===== config.mk =====
export PLATFORM = sky130hd
export DESIGN_NAME = controlador_interrupcao
export DESIGN_NICKNAME = d
export VERILOG_FILES = /design/src/rtl/controlador_interrupcao.sv
export SDC_FILE = /design/constraint.sdc
export NUM_CORES = 1
export LEC_CHECK = 0
export ABC_CLOCK_PERIOD_IN_PS = 2800
export CORE_UTILIZATION = 44
export CTS_CLUSTER_DIAMETER = 200
export DETAILED_ROUTE_END_ITERATION = 16
export PLACE_DENSITY_LB_ADDON = 0.1
export SLEW_MARGIN = 20
export SYNTH_ARGS = -nofsm -noshare
export SYNTH_HDL_FRONTEND = slang
export SYNTH_SLANG_ARGS = --single-unit

===== constraint.sdc =====
create_clock -name clock -period 2.8 [get_ports clock]
set_clock_uncertainty 0.15 [all_clocks]
set_input_delay 0.56 -clock clock [delete_from_list [all_inputs] [get_ports clock]]
set_output_delay 0.56 -clock clock [all_outputs]
set_load 0.03 [all_outputs]

===== src/rtl/controlador_interrupcao.sv =====
// Interrupt controller: edge-latched pending bits, maskable fixed-priority
// selection (bit 0 highest) and a request/handle handshake with the control unit.
module controlador_interrupcao #(
  parameter int unsigned N_FONTES   = 4,
  parameter int unsigned LARGURA_PC = 11
) (
  input  logic                  clock,
  input  logic                  reset,
  input  logic [N_FONTES-1:0]   reqInterrupcao,
  input  logic                  escreveMascara,
  input  logic [N_FONTES-1:0]   dadoMascara,
  input  logic                  habilitaInterrupcao,
  input  logic [LARGURA_PC-1:0] valorPC,
  input  logic                  ackInterrupcao,
  input  logic                  fimInterrupcao,
  output logic                  pedidoInterrupcao,
  output logic                  emTratamento,
  output logic [LARGURA_PC-1:0] valorPCBuffer,
  output logic [31:0]           qualInterrupcao
);

  localparam int unsigned LARGURA_ID = (N_FONTES > 1) ? $clog2(N_FONTES) : 1;

  typedef enum logic [1:0] {
    OCIOSO   = 2'd0,
    PEDINDO  = 2'd1,
    TRATANDO = 2'd2
  } estado_t;

  estado_t                 estado, estado_prox;
  logic [N_FONTES-1:0]     req_prev;
  logic [N_FONTES-1:0]     pendente;
  logic [N_FONTES-1:0]     mascara;
  logic [N_FONTES-1:0]     borda;
  logic [N_FONTES-1:0]     elegivel;
  logic [N_FONTES-1:0]     limpa;
  logic [LARGURA_ID-1:0]   id_atual, id_prox;
  logic                    armado;
  logic                    carrega_id, aceita, finaliza;

  // The first clock after reset only records the baseline level, so a
  // request already high at release is not taken as an edge.
  assign borda    = armado ? (reqInterrupcao & ~req_prev) : '0;
  assign elegivel = pendente & mascara;
  assign limpa    = aceita ? (N_FONTES'(1) << id_atual) : '0;

  // Lowest-index eligible source wins
  always_comb begin
    id_prox = '0;
    for (int i = int'(N_FONTES) - 1; i >= 0; i--) begin
      if (elegivel[i]) id_prox = LARGURA_ID'(i);
    end
  end

  always_ff @(posedge clock or posedge reset) begin
    if (reset) estado <= OCIOSO;
    else       estado <= estado_prox;
  end

  always_comb begin
    estado_prox = estado;
    carrega_id  = 1'b0;
    aceita      = 1'b0;
    finaliza    = 1'b0;
    case (estado)
      OCIOSO: begin
        if (habilitaInterrupcao && (|elegivel)) begin
          estado_prox = PEDINDO;
          carrega_id  = 1'b1;
        end
      end
      PEDINDO: begin
        if (ackInterrupcao) begin
          estado_prox = TRATANDO;
          aceita      = 1'b1;
        end else if (!habilitaInterrupcao) begin
          estado_prox = OCIOSO;
        end
      end
      TRATANDO: begin
        if (fimInterrupcao) begin
          estado_prox = OCIOSO;
          finaliza    = 1'b1;
        end
      end
      default: estado_prox = OCIOSO;
    endcase
  end

  // A new edge on the served source survives its own clear
  always_ff @(posedge clock or posedge reset) begin
    if (reset) begin
      req_prev <= '0;
      armado   <= 1'b0;
      pendente <= '0;
      mascara  <= '1;
    end else begin
      req_prev <= reqInterrupcao;
      armado   <= 1'b1;
      pendente <= (pendente & ~limpa) | borda;
      if (escreveMascara) mascara <= dadoMascara;
    end
  end

  always_ff @(posedge clock or posedge reset) begin
    if (reset) begin
      id_atual        <= '0;
      valorPCBuffer   <= '0;
      qualInterrupcao <= '0;
    end else begin
      if (carrega_id) id_atual <= id_prox;
      if (aceita) begin
        valorPCBuffer   <= valorPC;
        qualInterrupcao <= 32'(id_atual) + 32'd1;
      end else if (finaliza) begin
        qualInterrupcao <= '0;
      end
    end
  end

  assign pedidoInterrupcao = (estado == PEDINDO);
  assign emTratamento      = (estado == TRATANDO);

endmodule


==> summary.txt, run 1 <==
STA
  – Minimum clock period: ~2.5 ns
  – Endpoints failing setup: 0
  – Tcrit/Tclk final: 0.877
  – Final WS setup: ~0.34 ns
  – Setup TNS: 0 ns
  – Max_slew headroom: 0.609
  – Hold Fails Final Rpt: 0
  – Unrepaired setup endpoints after global routing: no
  – Count of final max-slew check failures: 0
  – Slew at the pin closest to its max-slew limit: between 0.5 and 0.6 ns
  – Fmax achieved: 407 MHz

Route
  – Detail Route Antenna Nets: 0
  – WL/cell: 10.9 um
  – Wirelength, routed: approximately 2600 um
  – DRC viols: 0
  – Drt first pass iters: 4
  – Vias: 1,051
  – Iteration-0 DRC Markers: 14
  – Vias per std cell: approximately 4.4

Clock tree
  – Max clock buf depth: 2
  – Post-CTS resize count: 0
  – CTS Hold Bufs: 0
  – Worst-path clk slew: about 0.1 ns
  – H-tree depth: 2
  – Clk_lat worst skew: about 0.32 ns
  – Root Driver: clkbuf_4
  – CTS Buf Count: 5
  – CTS tree: done
  – CTS Sinks: 31
  – Post-CTS Setup Repair Bufs: 0

Placement
  – Final RePlAce weighted congestion: 0.740
  – Detailed placement HPWL: a little over 2000 um
  – Placement Setup Slack: about 0.69 ns
  – Area after DPL: ~1800 um2
  – Placed insts: 230
  – Port bufs: 40

Floorplanning
  – DIE HEIGHT: roughly 61 um
  – Die Wd: around 60 um
  – Core footprint: approximately 3200 um2
  – Die Area: between 3000 and 4000 um2
  – Ports: 70
  – Starting Density: 0.480
  – Num rows: 20

Setup path
  – Startpoint types: flop
  – Crit path max-delay family: buffers and inverters
  – Buf/Inv on CP: 1
  – Path type of the worst setup path: flop to primary output
  – Crit Path Max Fanout: 6
  – Required @ worst endpoint: around 2.1 ns
  – Critical path's largest stage delay: just under 0.7 ns
  – Critical path capture point type: primary output
  – CP max-delay cell: clkdlybuf4s50_1
  – Critical Path, Cell by Cell: and2b_1, clkdlybuf4s50_1
  – Arrival @ worst endpoint: 1.75 ns

Cells and area
  – Nets@finish: approximately 220
  – Proportion of layout cells with a drive suffix above 1: 0.0979
  – Ant. Diodes: 0
  – Most common cell after layout, fill and taps aside: nand2_1
  – Most frequent cells in the layout: nand2_1, clkdlybuf4s50_1, conb_1
  – Synth-to-layout area growth: 25.3%
  – Post-Layout Cell Count: 238
  – Final Cell Area: between 1500 and 2000 um2

Global routing
  – GRT Total Usage: 0.168
  – First-pass GRT wire length: roughly 4300 um
  – Overflow after GRT: 0
  – Via count of the first global-routing pass: between 1,000 and 1,500
  – Initial antenna violation count: 0
  – Largest net degree at the start of global routing: 17

Flow run
  – Max Cap Violations: 0

Synth
  – Synth cell types: 25
  – Yosys top cell by area: dfrtp_1
  – Sequential area share after synthesis: 0.516
  – #FFs+latches synth: 31
  – Syn avg cell area: slightly above 10 um2
  – Syn Inst Count: ~150
  – Mapped cell area: 1510 um2
  – Ys Warns: 0
  – Area share of the largest cell type after synthesis: 0.446
  – Synth top area cells: dfrtp_1, buf_4, nand2_1

Power and ir drop
  – VDD IR-drop max: 0.559 mV
  – Pwr dens: 903 nW/um2
  – Leak pwr: approximately 0.94 nW

Hold path
  – Hold Path Class: flop to flop

Run status
  – Status: complete, no violations
## layer usage
metal,global-route usage,routed length (um),vias up
met3,0.0533,194,5
li1,-,-,503
met5,0,0,-
met2,0.289,1320,52
met1,0.187,1050,491
met4,0.0877,34,0
## final timing paths
kind                             start                 end  slack, ns  cells after the start
min                        req_prev[2]         pendente[2]       0.26                      1
min in group asynchronous        reset         id_atual[1]       0.44                      2
min reg2reg                req_prev[2]         pendente[2]       0.26                      1
max                          estado[0]        emTratamento       0.34                      2
max in group asynchronous        reset  qualInterrupcao[1]       1.43                      3
max reg2reg                  estado[1]    valorPCBuffer[4]       1.35                      4
## cell families (layout without fill, tap and decap cells)
family                   after synthesis  after routing  share of synthesized area
other                                  2             30                    0.00496
multiplexers                           4              4                     0.0297
flip-flops                            31             31                      0.516
buffers and inverters                 39             57                      0.179
adder cells (fa/ha/maj)                4              4                     0.0331
AND/OR/NAND/NOR                       51             51                      0.147
AO/OA/AOI/OAI                         17             17                     0.0901
## area by class of cell
cell class              count  area (um2)
well taps                  44        55.1
flip-flops and latches     31         781
inverters                   7        26.3
multi-input cells         106         567
fillers                   293        1260
repair buffers             42         415
clock buffers               5        37.5
clock inverters             3        15.0
## synthesized netlist by cell type (all sizes together)
master	number
nand2	45
buf	32
dfrtp	27
inv	7
a21oi	5
dfstp	4
ha	4
mux2	4
a22o	3
a32o	3
o21ai	3
conb	2
nor3b	2
a21o	1
a31o	1
a32oi	1
and2b	1
and3b	1
nor2b	1
or2	1
## flip-flops by register name, indices dropped and copies added (netlist names)
register and flops:
pendente 4, mascara 4, valorPCBuffer 11, estado 2, req_prev 4, id_atual 2, qualInterrupcao 3, armado 1
## through the flow
stage	utilization	total power, mW	hold slack [ns]
6_report	0.602	1.71	0.264
2_1_floorplan	-	1.21	0.250
5_1_grt	0.602	1.83	0.292
4_1_cts	0.602	1.74	0.267
3_5_place_dp	0.585	1.49	0.255
3_3_place_gp	0.585	1.46	0.258
## power by group
group	total [mW]	leakage [nW]	internal, mW	switching (mW)
Clock	0.238	0.0347	0.0932	0.144
Combinational	0.771	0.536	0.321	0.450
Sequential	0.703	0.366	0.600	0.104
Total	1.71	0.936	1.01	0.699
Power figures use the tool's default switching activity.
==> run 2, diff against run 1 <==
ABC_CLOCK_PERIOD_IN_PS = 2750   (was 2800)
CORE_UTILIZATION = 41   (was 44)
clock period = 2.75 ns   (was 2.8 ns; I/O delays follow)
==> run 2 against run 1 <==
Net effect: register-to-register slack lost 0.14 ns; die area grew 7.1%; first-iteration DRC count shrank 14%; non-clock buffer count is the same; clock-buffer cell count grew 3; combinational power grew 0.9%; largest cell class unchanged; flip-flop and latch count is the same; cell count grew 0.84%; core utilization shrank 3.6 points; critical path depth is the same.
==> summary.txt, run 2 (synthesis results as in run 1) <==
STA
  – Endpoints failing setup: 0 (unchanged)
  – Tcrit/Tclk final: 0.869
  – Count of final max-slew check failures: 0 (unchanged)
  – Fmax achieved: approximately 420 MHz
  – Unrepaired setup endpoints after global routing: no
  – Minimum clock period: 2.39 ns
  – Hold Fails Final Rpt: 0 (unchanged)
  – Setup TNS: 0 ns (unchanged)

Placement
  – Detailed placement HPWL: 2010 um (-1.7%)
  – Placed insts: 232 (+0.87%)
  – Port bufs: 40 (unchanged)
  – Final RePlAce weighted congestion: 0.718 (-3.0%)

Global routing
  – Overflow after GRT: 0 (unchanged)
  – First-pass GRT wire length: 4420 um (+3.1%)
  – Gr busiest metal: met2
  – Routing usage on met1: 0.174 (-0.0125)
  – GRT Total Usage: 0.148 (-0.0198)
  – Initial antenna violation count: 0 (unchanged)
  – Met2 usage: 0.240 (-0.0484)
  – Largest net degree at the start of global routing: 32 (+15)
  – M3 GR Usage: 0.0474 (-0.00586)
  – Via count of the first global-routing pass: 993 (-2.6%)

Floorplanning
  – Num rows: 21 (+5.0%)
  – DIE HEIGHT: 62.8 um (+3.5%)
  – Core footprint: 3440 um2 (+9.2%)
  – Starting Density: 0.440 (-0.0403)
  – Die Area: 3940 um2 (+7.1%)
  – Die Wd: 62.8 um (+3.5%)
  – Ports: 70 (unchanged)

Power and ir drop
  – Comb power frac: 0.412 (-0.038)
  – VDD IR-drop max: 0.554 mV (-0.90%)
  – Sequential power share: 0.382 (-0.029)
  – Power share of the clock group: 0.206 (+0.067)
  – Leak pwr: 0.953 nW (+1.8%)
  – Internal: 1.16 mW (+15%)
  – Switching share of power: 0.383 (-0.0251)
  – Net Switching: 0.723 mW (+3.4%)
  – Pwr dens: 969 nW/um2 (+7.4%)

Route
  – WL/cell: 10.9 um (-0.26%)
  – Vias: 1,062 (+1.0%)
  – Vias per std cell: 4.43 (+0.20%)
  – DRC viols: 0 (unchanged)
  – Drt first pass iters: 2 (-2)
  – Wirelength, routed: 2620 um (+0.58%)
  – Iteration-0 DRC Markers: 12 (-2)
  – Detail Route Antenna Nets: 0 (unchanged)

Setup path
  – Arrival @ worst endpoint: 1.69 ns (-0.06 ns)
  – Startpoint types: flop
  – CP max-delay cell: clkdlybuf4s50_1
  – Critical Path, Cell by Cell: and2b_1, clkdlybuf4s50_1
  – Path type of the worst setup path: flop to primary output
  – Critical path capture point type: primary output
  – Reg2Reg Depth: 3 (-1)
  – Worst reg2reg endpoint: qualInterrupcao[1]
  – Critical path's largest stage delay: 0.69 ns (about the same)
  – FF-to-FF setup slack: 1.21 ns (-0.14 ns)
  – Reg2reg start: estado[1]
  – Crit Path Max Fanout: 6 (unchanged)
  – Required @ worst endpoint: 2.05 ns (-0.04 ns)

Clock tree
  – Root Driver: clkbuf_8
  – Max clock buf depth: 2 (unchanged)
  – CTS Sinks: 31 (unchanged)
  – CTS tree: done
  – CTS Hold Bufs: 0 (unchanged)
  – Worst-path clk slew: 0.06 ns (-0.04 ns)
  – Post-CTS Setup Repair Bufs: 0 (unchanged)
  – CTS Buf Count: 5 (unchanged)
  – H-tree depth: 2 (unchanged)
  – Clk_lat worst skew: 0.28 ns (-0.04 ns)
  – Post-CTS resize count: 0 (unchanged)

Cells and area
  – Synth-to-layout area growth: 28.6%
  – Most common cell after layout, fill and taps aside: nand2_1
  – Proportion of layout cells with a drive suffix above 1: 0.0928 (-0.00515)
  – Fill cells: 313 (+6.8%)
  – Most frequent cells in the layout: nand2_1, clkdlybuf4s50_1, conb_1
  – Nets@finish: 222 (unchanged)
  – Largest reg by FF count: valorPCBuffer
  – Ant. Diodes: 0 (unchanged)
  – Largest register FFs: 11 (unchanged)
  – Post-Layout Cell Count: 240 (+0.84%)

Run status
  – Status: complete, no violations

Hold path
  – Hold Path Sink: pendente[2]
  – Hold Path Class: flop to flop
  – Hold Path Origin: req_prev[2]
  – Hold path depth: 1 (unchanged)

Flow run
  – Max Cap Violations: 0 (unchanged)
-- run 2: metrics by stage --
stage / instance area, um2 / total power, mW / hold slack, ns / setup slack [ns] / util
2_1_floorplan: 1620 / 1.23 / 0.250 / 1.22 / -
3_3_place_gp: 1850 / 1.49 / 0.257 / 0.679 / 0.537
3_5_place_dp: 1850 / 1.51 / 0.276 / 0.631 / 0.537
4_1_cts: 1950 / 1.91 / 0.282 / 0.340 / 0.566
5_1_grt: 1950 / 2.01 / 0.295 / 0.290 / 0.566
6_report: 1950 / 1.89 / 0.270 / 0.360 / 0.566
-- run 2: routing by layer --
layer  share of wire  wire length, um
met5               0                0
met4           0.017               45
met3           0.064              168
met2            0.48             1260
met1            0.44             1140
-- run 2: power by group through the flow --
stage	Combinational (mW)	Sequential [mW]	Clock, mW
floorplan	0.340	0.895	0
global placement	0.774	0.718	0
detailed placement	0.787	0.727	0
CTS	0.790	0.721	0.400
global route	0.846	0.744	0.422
finish	0.778	0.721	0.388
-- run 2: critical path, delay by kind of cell, from the launching register on --
family | cells | cell delay, ns
AND/OR/NAND/NOR | 1 | 0.29
flip-flops | 1 | 0.43
buffers and inverters | 1 | 0.69
-- run 2: worst max-delay path by stage --
stage | cells after the start | to | startpoint | slack (ns)
after floorplan | 1 | emTratamento | estado[0] | 1.22
after global placement | 2 | emTratamento | estado[0] | 0.68
after detailed placement | 4 | qualInterrupcao[1] | ackInterrupcao | 0.63
after CTS | 2 | emTratamento | estado[0] | 0.34
after global routing | 2 | emTratamento | estado[0] | 0.29
final | 2 | emTratamento | estado[0] | 0.36
-- run 2: final cells by class --
type                       instances  area [um2]  share of cell area
clock buffer                       8         100              0.0514
multi-input combinational        106         567               0.291
timing repair buffer              42         415               0.213
inverter                           7        26.3              0.0135
sequential                        31         781               0.401
tap                               46        57.6              0.0296
